## src/rtl/pio_pkg.sv

```systemverilog
// Shared definitions for the PIO command sequencer: action codes, config-entry
// field positions and the sequencer state encoding.
package pio_pkg;

    localparam logic [5:0] ACT_NONE  = 6'd0;
    localparam logic [5:0] ACT_INSTR = 6'd1;
    localparam logic [5:0] ACT_PUSH  = 6'd4;
    localparam logic [5:0] ACT_PULL  = 6'd5;

    // Config ROM entry layout: {mindex, action, din}
    localparam int CONF_MIDX_HI = 37;
    localparam int CONF_MIDX_LO = 36;
    localparam int CONF_ACT_HI  = 35;
    localparam int CONF_ACT_LO  = 32;
    localparam int CONF_DIN_HI  = 31;
    localparam int CONF_DIN_LO  = 0;

    typedef enum logic [2:0] {
        PROG,
        CONF,
        GAP,
        RUN,
        PULLW
    } seq_state_t;

endpackage

```

## src/rtl/pio_sequencer_rr_arb4.sv

```systemverilog
// Four-way combinational round-robin arbiter; search starts at i_ptr and wraps.
// The pointer register is owned by the caller.
module rr_arb4 (
    input  logic [3:0] i_eligible,
    input  logic [1:0] i_ptr,
    output logic [3:0] o_grant,
    output logic       o_valid
);

    always_comb begin
        logic [1:0] w_idx;
        o_grant = '0;
        o_valid = 1'b0;
        w_idx   = '0;
        for (int k = 0; k < 4; k++) begin
            w_idx = i_ptr + 2'(k);
            if (!o_valid && i_eligible[w_idx]) begin
                o_grant[w_idx] = 1'b1;
                o_valid        = 1'b1;
            end
        end
    end

endmodule

```

## src/rtl/pio_sequencer.sv

```systemverilog
// Owns the PIO command bus: streams instruction and config ROMs after reset,
// then round-robin arbitrates client TX pushes and RX pulls.
//
// state | meaning
// PROG  | pipelined instruction ROM load, one ACT_INSTR per cycle
// CONF  | pipelined config ROM replay, one action per entry
// GAP   | one idle command cycle, din held, then RUN
// RUN   | arbitrate clients; push -> GAP, pull -> PULLW
// PULLW | PIO read data on dout is handed to the pulling client
module pio_sequencer
    import pio_pkg::*;
#(
    parameter int PROG_LEN = 32,
    parameter int CONF_LEN = 5
) (
    input  logic         clk,
    input  logic         n_reset,
    input  logic         reload,
    output logic [4:0]   prog_addr,
    input  logic [15:0]  prog_data,
    output logic [4:0]   conf_addr,
    input  logic [37:0]  conf_data,
    output logic [5:0]   action,
    output logic [31:0]  din,
    output logic [4:0]   index,
    output logic [1:0]   mindex,
    input  logic [31:0]  dout,
    input  logic [3:0]   tx_full,
    input  logic [3:0]   rx_empty,
    input  logic [3:0]   push_req,
    input  logic [127:0] push_data,
    output logic [3:0]   push_ack,
    input  logic [3:0]   pull_req,
    output logic [3:0]   pull_valid,
    output logic [31:0]  pull_data,
    output logic         loaded
);

    localparam logic [5:0] PROG_END = 6'(PROG_LEN);
    localparam logic [5:0] CONF_END = 6'(CONF_LEN);

    seq_state_t  r_state, w_state;
    logic [5:0]  r_cnt, w_cnt;
    logic [1:0]  r_ptr, w_ptr;
    logic [1:0]  r_pull_sel, w_pull_sel;
    logic        r_reload_pend, w_reload_pend;
    logic        r_loaded, w_loaded;
    logic [31:0] r_din;

    logic [3:0]  w_push_ok;
    logic [3:0]  w_pull_ok;
    logic [3:0]  w_grant;
    logic        w_grant_vld;
    logic [1:0]  w_gidx;

    assign w_push_ok = push_req & ~tx_full;
    assign w_pull_ok = pull_req & ~rx_empty;
    assign loaded    = r_loaded;

    rr_arb4 u_arb (
        .i_eligible (w_push_ok | w_pull_ok),
        .i_ptr      (r_ptr),
        .o_grant    (w_grant),
        .o_valid    (w_grant_vld)
    );

    always_comb begin
        w_gidx = '0;
        for (int i = 0; i < 4; i++) begin
            if (w_grant[i]) w_gidx = 2'(i);
        end
    end

    // r_cnt holds the address presented this cycle; word r_cnt-1 is on the data bus.
    always_comb begin
        w_state       = r_state;
        w_cnt         = r_cnt;
        w_ptr         = r_ptr;
        w_pull_sel    = r_pull_sel;
        w_reload_pend = r_reload_pend;
        w_loaded      = r_loaded;
        action        = ACT_NONE;
        din           = r_din;
        index         = '0;
        mindex        = '0;
        push_ack      = '0;
        pull_valid    = '0;
        pull_data     = '0;
        prog_addr     = '0;
        conf_addr     = '0;

        case (r_state)
            PROG: begin
                prog_addr = r_cnt[4:0];
                if (r_cnt != 6'd0) begin
                    action = ACT_INSTR;
                    index  = 5'(r_cnt - 6'd1);
                    din    = {16'h0, prog_data};
                end
                if (r_cnt == PROG_END) begin
                    if (CONF_LEN == 0) begin
                        w_state  = RUN;
                        w_cnt    = '0;
                        w_loaded = 1'b1;
                    end else begin
                        // present config address 0 now so CONF issues without a bubble
                        conf_addr = 5'd0;
                        w_state   = CONF;
                        w_cnt     = 6'd1;
                    end
                end else begin
                    w_cnt = r_cnt + 6'd1;
                end
            end

            CONF: begin
                conf_addr = r_cnt[4:0];
                action    = {2'b00, conf_data[CONF_ACT_HI:CONF_ACT_LO]};
                mindex    = conf_data[CONF_MIDX_HI:CONF_MIDX_LO];
                din       = conf_data[CONF_DIN_HI:CONF_DIN_LO];
                if (r_cnt == CONF_END) begin
                    w_state = GAP;
                    w_cnt   = '0;
                end else begin
                    w_cnt = r_cnt + 6'd1;
                end
            end

            GAP: begin
                if (reload) w_reload_pend = 1'b1;
                w_state  = RUN;
                w_loaded = 1'b1;
            end

            RUN: begin
                if (reload || r_reload_pend) begin
                    w_state       = PROG;
                    w_cnt         = '0;
                    w_loaded      = 1'b0;
                    w_reload_pend = 1'b0;
                end else if (w_grant_vld) begin
                    w_ptr  = w_gidx + 2'd1;
                    mindex = w_gidx;
                    if (w_push_ok[w_gidx]) begin
                        action   = ACT_PUSH;
                        din      = push_data[{w_gidx, 5'b00000} +: 32];
                        push_ack = w_grant;
                        w_state  = GAP;
                    end else begin
                        action     = ACT_PULL;
                        w_pull_sel = w_gidx;
                        w_state    = PULLW;
                    end
                end
            end

            PULLW: begin
                pull_data  = dout;
                pull_valid = 4'b0001 << r_pull_sel;
                w_state    = RUN;
            end

            default: begin
                w_state = PROG;
                w_cnt   = '0;
            end
        endcase
    end

    always_ff @(posedge clk or negedge n_reset) begin
        if (!n_reset) begin
            r_state       <= PROG;
            r_cnt         <= '0;
            r_ptr         <= '0;
            r_pull_sel    <= '0;
            r_reload_pend <= 1'b0;
            r_loaded      <= 1'b0;
            r_din         <= '0;
        end else begin
            r_state       <= w_state;
            r_cnt         <= w_cnt;
            r_ptr         <= w_ptr;
            r_pull_sel    <= w_pull_sel;
            r_reload_pend <= w_reload_pend;
            r_loaded      <= w_loaded;
            r_din         <= din;
        end
    end

endmodule

```

## config.mk

```make
export PLATFORM = sky130hd
export DESIGN_NAME = pio_sequencer
export DESIGN_NICKNAME = d
export VERILOG_FILES = /design/src/rtl/pio_pkg.sv /design/src/rtl/pio_sequencer_rr_arb4.sv /design/src/rtl/pio_sequencer.sv
export SDC_FILE = /design/constraint.sdc
export NUM_CORES = 1
export LEC_CHECK = 0
export ABC_AREA = 1
export BUFFER_PORTS_ARGS = -buffer_cell sky130_fd_sc_hd__buf_2
export CORE_AREA = 2 2 128 130
export CTS_CLUSTER_SIZE = 12
export DETAILED_ROUTE_END_ITERATION = 6
export DIE_AREA = 0 0 130 132
export HOLD_SLACK_MARGIN = 0.08
export PLACE_DENSITY = 0.62
export SLEW_MARGIN = 0
export SYNTH_ARGS = -nofsm -noshare
export SYNTH_HDL_FRONTEND = slang
export SYNTH_SLANG_ARGS = --single-unit
export TNS_END_PERCENT = 50
```

## constraint.sdc

```tcl
create_clock -name clk -period 4.3 [get_ports clk]
set_clock_uncertainty 0.1 [all_clocks]
set_input_delay 0.86 -clock clk [delete_from_list [all_inputs] [get_ports clk]]
set_output_delay 0.86 -clock clk [all_outputs]
set_load 0.005 [all_outputs]
```

---- Word-level counts from Yosys, hierarchy flattened ----
Index checks and enable logic that the tools add are counted.
word-level totals
  flip-flop bits (word level) ............. 47
  output and inout port bits .............. 96
  word-level logic and storage cells ...... 133
operators by class
  $add $sub $neg .......................... 6
  order comparisons ....................... 9
  equal/unequal tests ..................... 11
  shift-type cells ........................ 2
  mux-type cells .......................... 66
  bitwise operators ....................... 11
  reductions and logical operators ........ 21
operators by type and width
  kind                                                                    count
  32-bit 2-to-1 mux                                                       5
  128-bit by 8-bit indexed part select with 32-bit output                 1
  32-bit case mux with 3 select lines                                     1
  4-bit 2-to-1 mux                                                        9
  6-bit case mux with 4 select lines                                      1
  3-bit 2-to-1 mux                                                        7
  5-bit 2-to-1 mux                                                        4
  1-bit 2-to-1 mux                                                        18
  6-bit 2-to-1 mux                                                        3
  4-bit bitwise OR                                                        4
  2-bit by 3-bit < comparator with 1-bit output (second input constant)   5
  3-bit case mux with 4 select lines                                      1
  4-bit case mux with 3 select lines                                      1
  1-bit binary-select mux with 2-bit select                               5
  3-bit AND reduction                                                     3
  4-bit bitwise AND                                                       2
  1-bit demux with 2-bit select                                           4
  2-bit by 1-bit >= comparator with 1-bit output (second input constant)  4
  2-bit 2-to-1 mux                                                        4
  2-bit != test (second input constant)                                   4
  4-bit NOT                                                               2
  1-bit logical AND                                                       7
  6-bit by 1-bit adder with 6-bit output (second input constant)          1
  3-bit by 2-bit equality test with 1-bit output (second input constant)  2
  20 further kinds                                                        28

---- Depth between registers and ports, before layout ----
  depth in word-level cells ............... 24
  mapped depth ............................ 21
  gate-level depth less buffers ........... 19

---- By module ----
From an unflattened synthesis, not the netlist that was laid out.
unflattened totals
  cell total of the unflattened synthesis .. 834
  area total of the unflattened synthesis .. 4837.1 µm²
modules (own cells, without submodules)
  module         instances  cells an instance  area an instance (µm²)  sequential area each (µm²)
  pio_sequencer  1          758                4413.0                  1176.1
  rr_arb4        1          76                 424.2                   0.0

---- Least setup slack after synthesis ----
Ideal clock, no wire load.
  path kind ............................... input -> output
  start ................................... in tx_full[1]
  end ..................................... out din[17]
  arrival time ............................ 2704 ps
  required time ........................... 3340 ps
  slack ................................... 636 ps
  stages .................................. 18
  path buffers ............................ 2
  path through ............................ clkinv_1 > nand2_1 > nand3_1 > nand3_1 > nand2_2 > nor2_4 > nand4_1 > nand2_2 > nand2_2 > buf_6 > nand3_2 > nand2_2 > nand2_4 > nor2_8 > buf_4 > nand2_1 > nand3_1 > a21oi_1
on the way
  longest elaborated chain between the ends .. 24
  elaborated cells on any way between the ends .. 38
  those cells by class .................... 1 x shift; 25 x mux; 6 x bitwise; 6 x reduce/logical
ends and longest elaborated chain
  item                                                                       RTL line              text
  start: declaration                                                         pio_sequencer.sv:28   input logic [3:0] tx_full,
  4-bit NOT *                                                                pio_sequencer.sv:56   assign w_push_ok = push_req & ~tx_full;
  4-bit bitwise AND *                                                        pio_sequencer.sv:56
  parallel branches: the longest is 19 deep, another holds 4-bit bitwise OR  n/a
  32-bit 2-to-1 mux *                                                        pio_sequencer.sv:141  end else if (w_grant_vld) begin
  32-bit 2-to-1 mux *                                                        pio_sequencer.sv:136  if (reload || r_reload_pend) begin
  32-bit case mux with 3 select lines *                                      pio_sequencer.sv:92   case (r_state)
  end: declaration                                                           pio_sequencer.sv:24   output logic [31:0] din,
Mark *: on every way between the ends. The select of a mux whose other input is x is not followed.

---- Worst setup path in the final report ----
  start ................................... in push_req[2]
  end ..................................... out din[20]
on the way
  longest elaborated chain between the ends .. 23
  elaborated cells on any way between the ends .. 37
  those cells by class .................... 1 x shift; 25 x mux; 5 x bitwise; 6 x reduce/logical
ends and longest elaborated chain
  item                                                                       RTL line              text
  start: declaration                                                         pio_sequencer.sv:30   input logic [3:0] push_req,
  4-bit bitwise AND *                                                        pio_sequencer.sv:56
  parallel branches: the longest is 19 deep, another holds 4-bit bitwise OR  n/a
  32-bit 2-to-1 mux *                                                        pio_sequencer.sv:141
  32-bit 2-to-1 mux *                                                        pio_sequencer.sv:136
  32-bit case mux with 3 select lines *                                      pio_sequencer.sv:92
Marked as above.

==> qor.txt <==
Worst-Skew Late Latency = 0.30 ns
Synth Instances = 861
Status = finished clean
Req. time, crit path = 3.34 ns
Layout cells sized above 1 = 35.55%
Die Span Y = 132 um
Worst Setup Path Type = input pin to primary output
Mapped cell area = 4957 um2
Fin nets = 1430
Syn avg cell area = 5.758 um2
Critical Path AT = 3.12 ns
Dominant synthesized flop cell = dfrtp_1
Reg2reg setup slack = 1.38 ns
Most frequent CP cell = nand2_1
Die area = 17160 um2
Die Wd = 130 um
Total of max-cap violations = 0
Post-synthesis sequential area ratio = 23.73%
CTS Root Cell = clkbuf_16
CP Capture Type = primary output
Biggest cell delay along the critical path = 0.23 ns
Most frequent cell after synthesis = nand2_1
Critical path launch point type = input pin
Leakage = 4.157 nW
Vias/cell = 4.914
Setup TNS = 0 ns
DRT Wirelength = 21650 um
Routability cong. = 0.9480
Slowest CP cell = a21oi_1
Largest area contributor in the netlist = dfrtp_1
WL per Instance = 15.42 um
HPWL after DPL = 17010 um
CP delay by family, top = simple AND/OR/NAND/NOR gates
IO Pins = 329
YS warnings = 0
Async S/R FF share, synth = 100.0%
Number of global-route vias before repair = 6174
Slew headroom = 27.10%
TritonCTS clock tree = yes
DR vias = 6899
CP startpoint = push_req[2]
Final number of max-transition violations = 0
Starting Density = 31.55%
Largest net degree at the start of global routing = 38
Worst path depth = 18
Synth Area in Adders = 2.776%
Largest family of logic cells by synthesized area = simple AND/OR/NAND/NOR gates
Critical R2R Launch = r_ptr[0]$_DFFE_PN0P_
Residual DRC = 0
Final Cycle Share = 94.96%
First-pass DRT Iterations = 5
Clock-pin slew on the worst setup and hold paths = 0.07 ns
CP Capture Point = din[20]
Max FO, Critical Path = 7
Gr usage total = 24.13%
Area contributors post-synth = dfrtp_1 (24%), nand2_1 (16%), nand3_1 (12%)
Hold WS = 0.3976 ns
CP bufs+invs = 3
Post-synth top area share = 23.73%
Antenna viol nets, final = 0
Total CTS buffers = 5
Post-synth top cells = nand2_1 (214), nor2_1 (143), nand3_1 (116)
CTS Hold Bufs = 0
Maximum clock rate = 0.2449 GHz
Compound-Gate Fraction of Synth Area = 16.15%
XOR/XNOR Fraction of Synth Area = 0.5300%
GRT overflow = 0
IO Port Bufs = 326
Cell Count, Final, Fillers Out = 1404
FF-to-FF End = r_din[21]$_DFF_PN0_
Setup-failing EPs final = 0
RSZ-0062 raised after global routing = no
Multiplexer share of the synthesized area = 0%
Core area = 15710 um2
Initial antenna violation count = 1
Synth Register Bits = 47
Peak supply drop = 343.4 uV
PwrDens = 912.0 nW/um2
Worst-margin pin slew = 1.091 ns
Rows = 46
H-tree depth = 2
Worst hold path type = flip-flop to flip-flop
Post-synth EDFFs = 0
Area Growth Syn to Fin = 45.73%
CTS Buffer Depth = 2
Fillers = 1724
Synth unique cells = 34
Fin crit period = 4.083 ns
First DRT Iteration DRCs = 522
Simple-gate share of the synthesized area = 44.27%
CTS sink cnt = 47
First-pass GRT wire length = 32750 um
Worst R2R Path Depth = 19
Placed Cells = 1391
Final Hold Viols = 0
Crit-path cells = buf_2 -> nand2_1 -> nand3_1 -> nand3_1 -> nand2_2 -> nor2_4 -> nand4_1 -> nand2_2 -> nand2_4 -> nand2_2 -> buf_4 -> nand2_1 -> nand2_1 -> nand2_1 -> nand2_1 -> nand3_1 -> a21oi_1 -> buf_2
-- power by group --
group          switching (W)  internal [W]
Sequential          0.000133      0.000661
Combinational        0.00348       0.00187
Clock               0.000191      0.000248
Total                0.00380       0.00278
-- routing by layer --
metal	routed length [um]	global-route usage [%]	vias up
met5	0	0	-
met4	485	6.989	0
met3	1654	3.856	32
met2	10140	39.24	320
met1	9372	32.85	3116
li1	-	-	3431
-- through the flow --
stage	setup slack [ns]	area (um2)	utilization, %	power [W]
after floorplan	0.6356	4961	-	0.004027
after global placement	0.1165	6919	44.04	0.005944
after detailed placement	0.09796	6919	44.04	0.005931
after CTS	0.05745	7079	45.05	0.006384
after global routing	0.006086	7224	45.98	0.007204
final	0.2166	7224	45.98	0.006588
-- flip-flops by register name, indices dropped and copies added, names as in the netlist --
name	cells
r_cnt	6
r_din	32
loaded	1
r_pull_sel	2
r_state	3
r_ptr	2
r_reload_pend	1
-- layout by cell type, fill, tap and decap left out, drive strengths merged --
cell and n:
a21oi 47, a221oi 11, a31oi 10, a32oi 6
buf 361, clkbuf 7, clkinv 5, clkinvlp 1
conb 2, dfrtp 47, diode 1, ha 11
inv 100, nand2 221, nand3 123, nand4 4
nor2 151, nor3 11, o21ai 61, o21bai 1
o22ai 3, o31ai 1, xnor2 1, xor2 2
-- worst reg2reg max path: stages (launching register included) --
cell and delay (ns):
dfrtp_1 0.40, inv_4 0.09, ha_4 0.29, inv_2 0.05
nand3_1 0.09, nand2_2 0.11, nor2_4 0.21, nand3_4 0.13
nor2_4 0.12, nor2_4 0.06, nand2_4 0.09, nand3_1 0.09
nand2_2 0.12, nand2_4 0.08, nor2_8 0.21, buf_4 0.18
nand2_1 0.07, nand3_1 0.09, a21oi_2 0.07, buf_4 0.14
-- worst min path at each step --
| stage | end | cells after the start | start | slack [ns] |
|---|---|---|---|---|
| finish | r_din[8]$_DFF_PN0_ | 2 | r_din[8]$_DFF_PN0_ | 0.40 |
| global route | r_din[8]$_DFF_PN0_ | 2 | r_din[8]$_DFF_PN0_ | 0.42 |
| CTS | r_din[8]$_DFF_PN0_ | 2 | r_din[8]$_DFF_PN0_ | 0.40 |
| detailed placement | r_din[8]$_DFF_PN0_ | 2 | r_din[8]$_DFF_PN0_ | 0.38 |
| global placement | r_din[8]$_DFF_PN0_ | 2 | r_din[8]$_DFF_PN0_ | 0.38 |
| floorplan | r_cnt[5]$_DFFE_PN0P_ | 1 | r_cnt[5]$_DFFE_PN0P_ | 0.37 |
-- repair_timing --
| action | CTS | global route |
|---|---|---|
| gates resized for setup | 0 | 30 |
| setup endpoints to repair | 0 | 33 |
| setup buffers | 0 | 3 |
-- cells by family (layout without fill, tap and decap cells) --
family	count (synthesis)	count (layout)
compound gates	140	140
xor+xnor	3	3
fa+ha+maj	11	11
buf+inv	150	474
flops	47	47
other cells	1	3
simple gates	509	510
-- layout make-up --
class	count	area (um2)	area share [%]
Clock buffer	7	152.6	2.113
Inverter	105	396.6	5.490
Multi-Input combinational cell	666	3288	45.51
Clock inverter	1	7.507	0.1039
Tap cell	216	270.3	3.741
Sequential cell	47	1176	16.28
Timing Repair Buffer	361	1931	26.72
Antenna cell	1	2.502	0.03464
No activity file was read; power rests on OpenSTA's default activity.
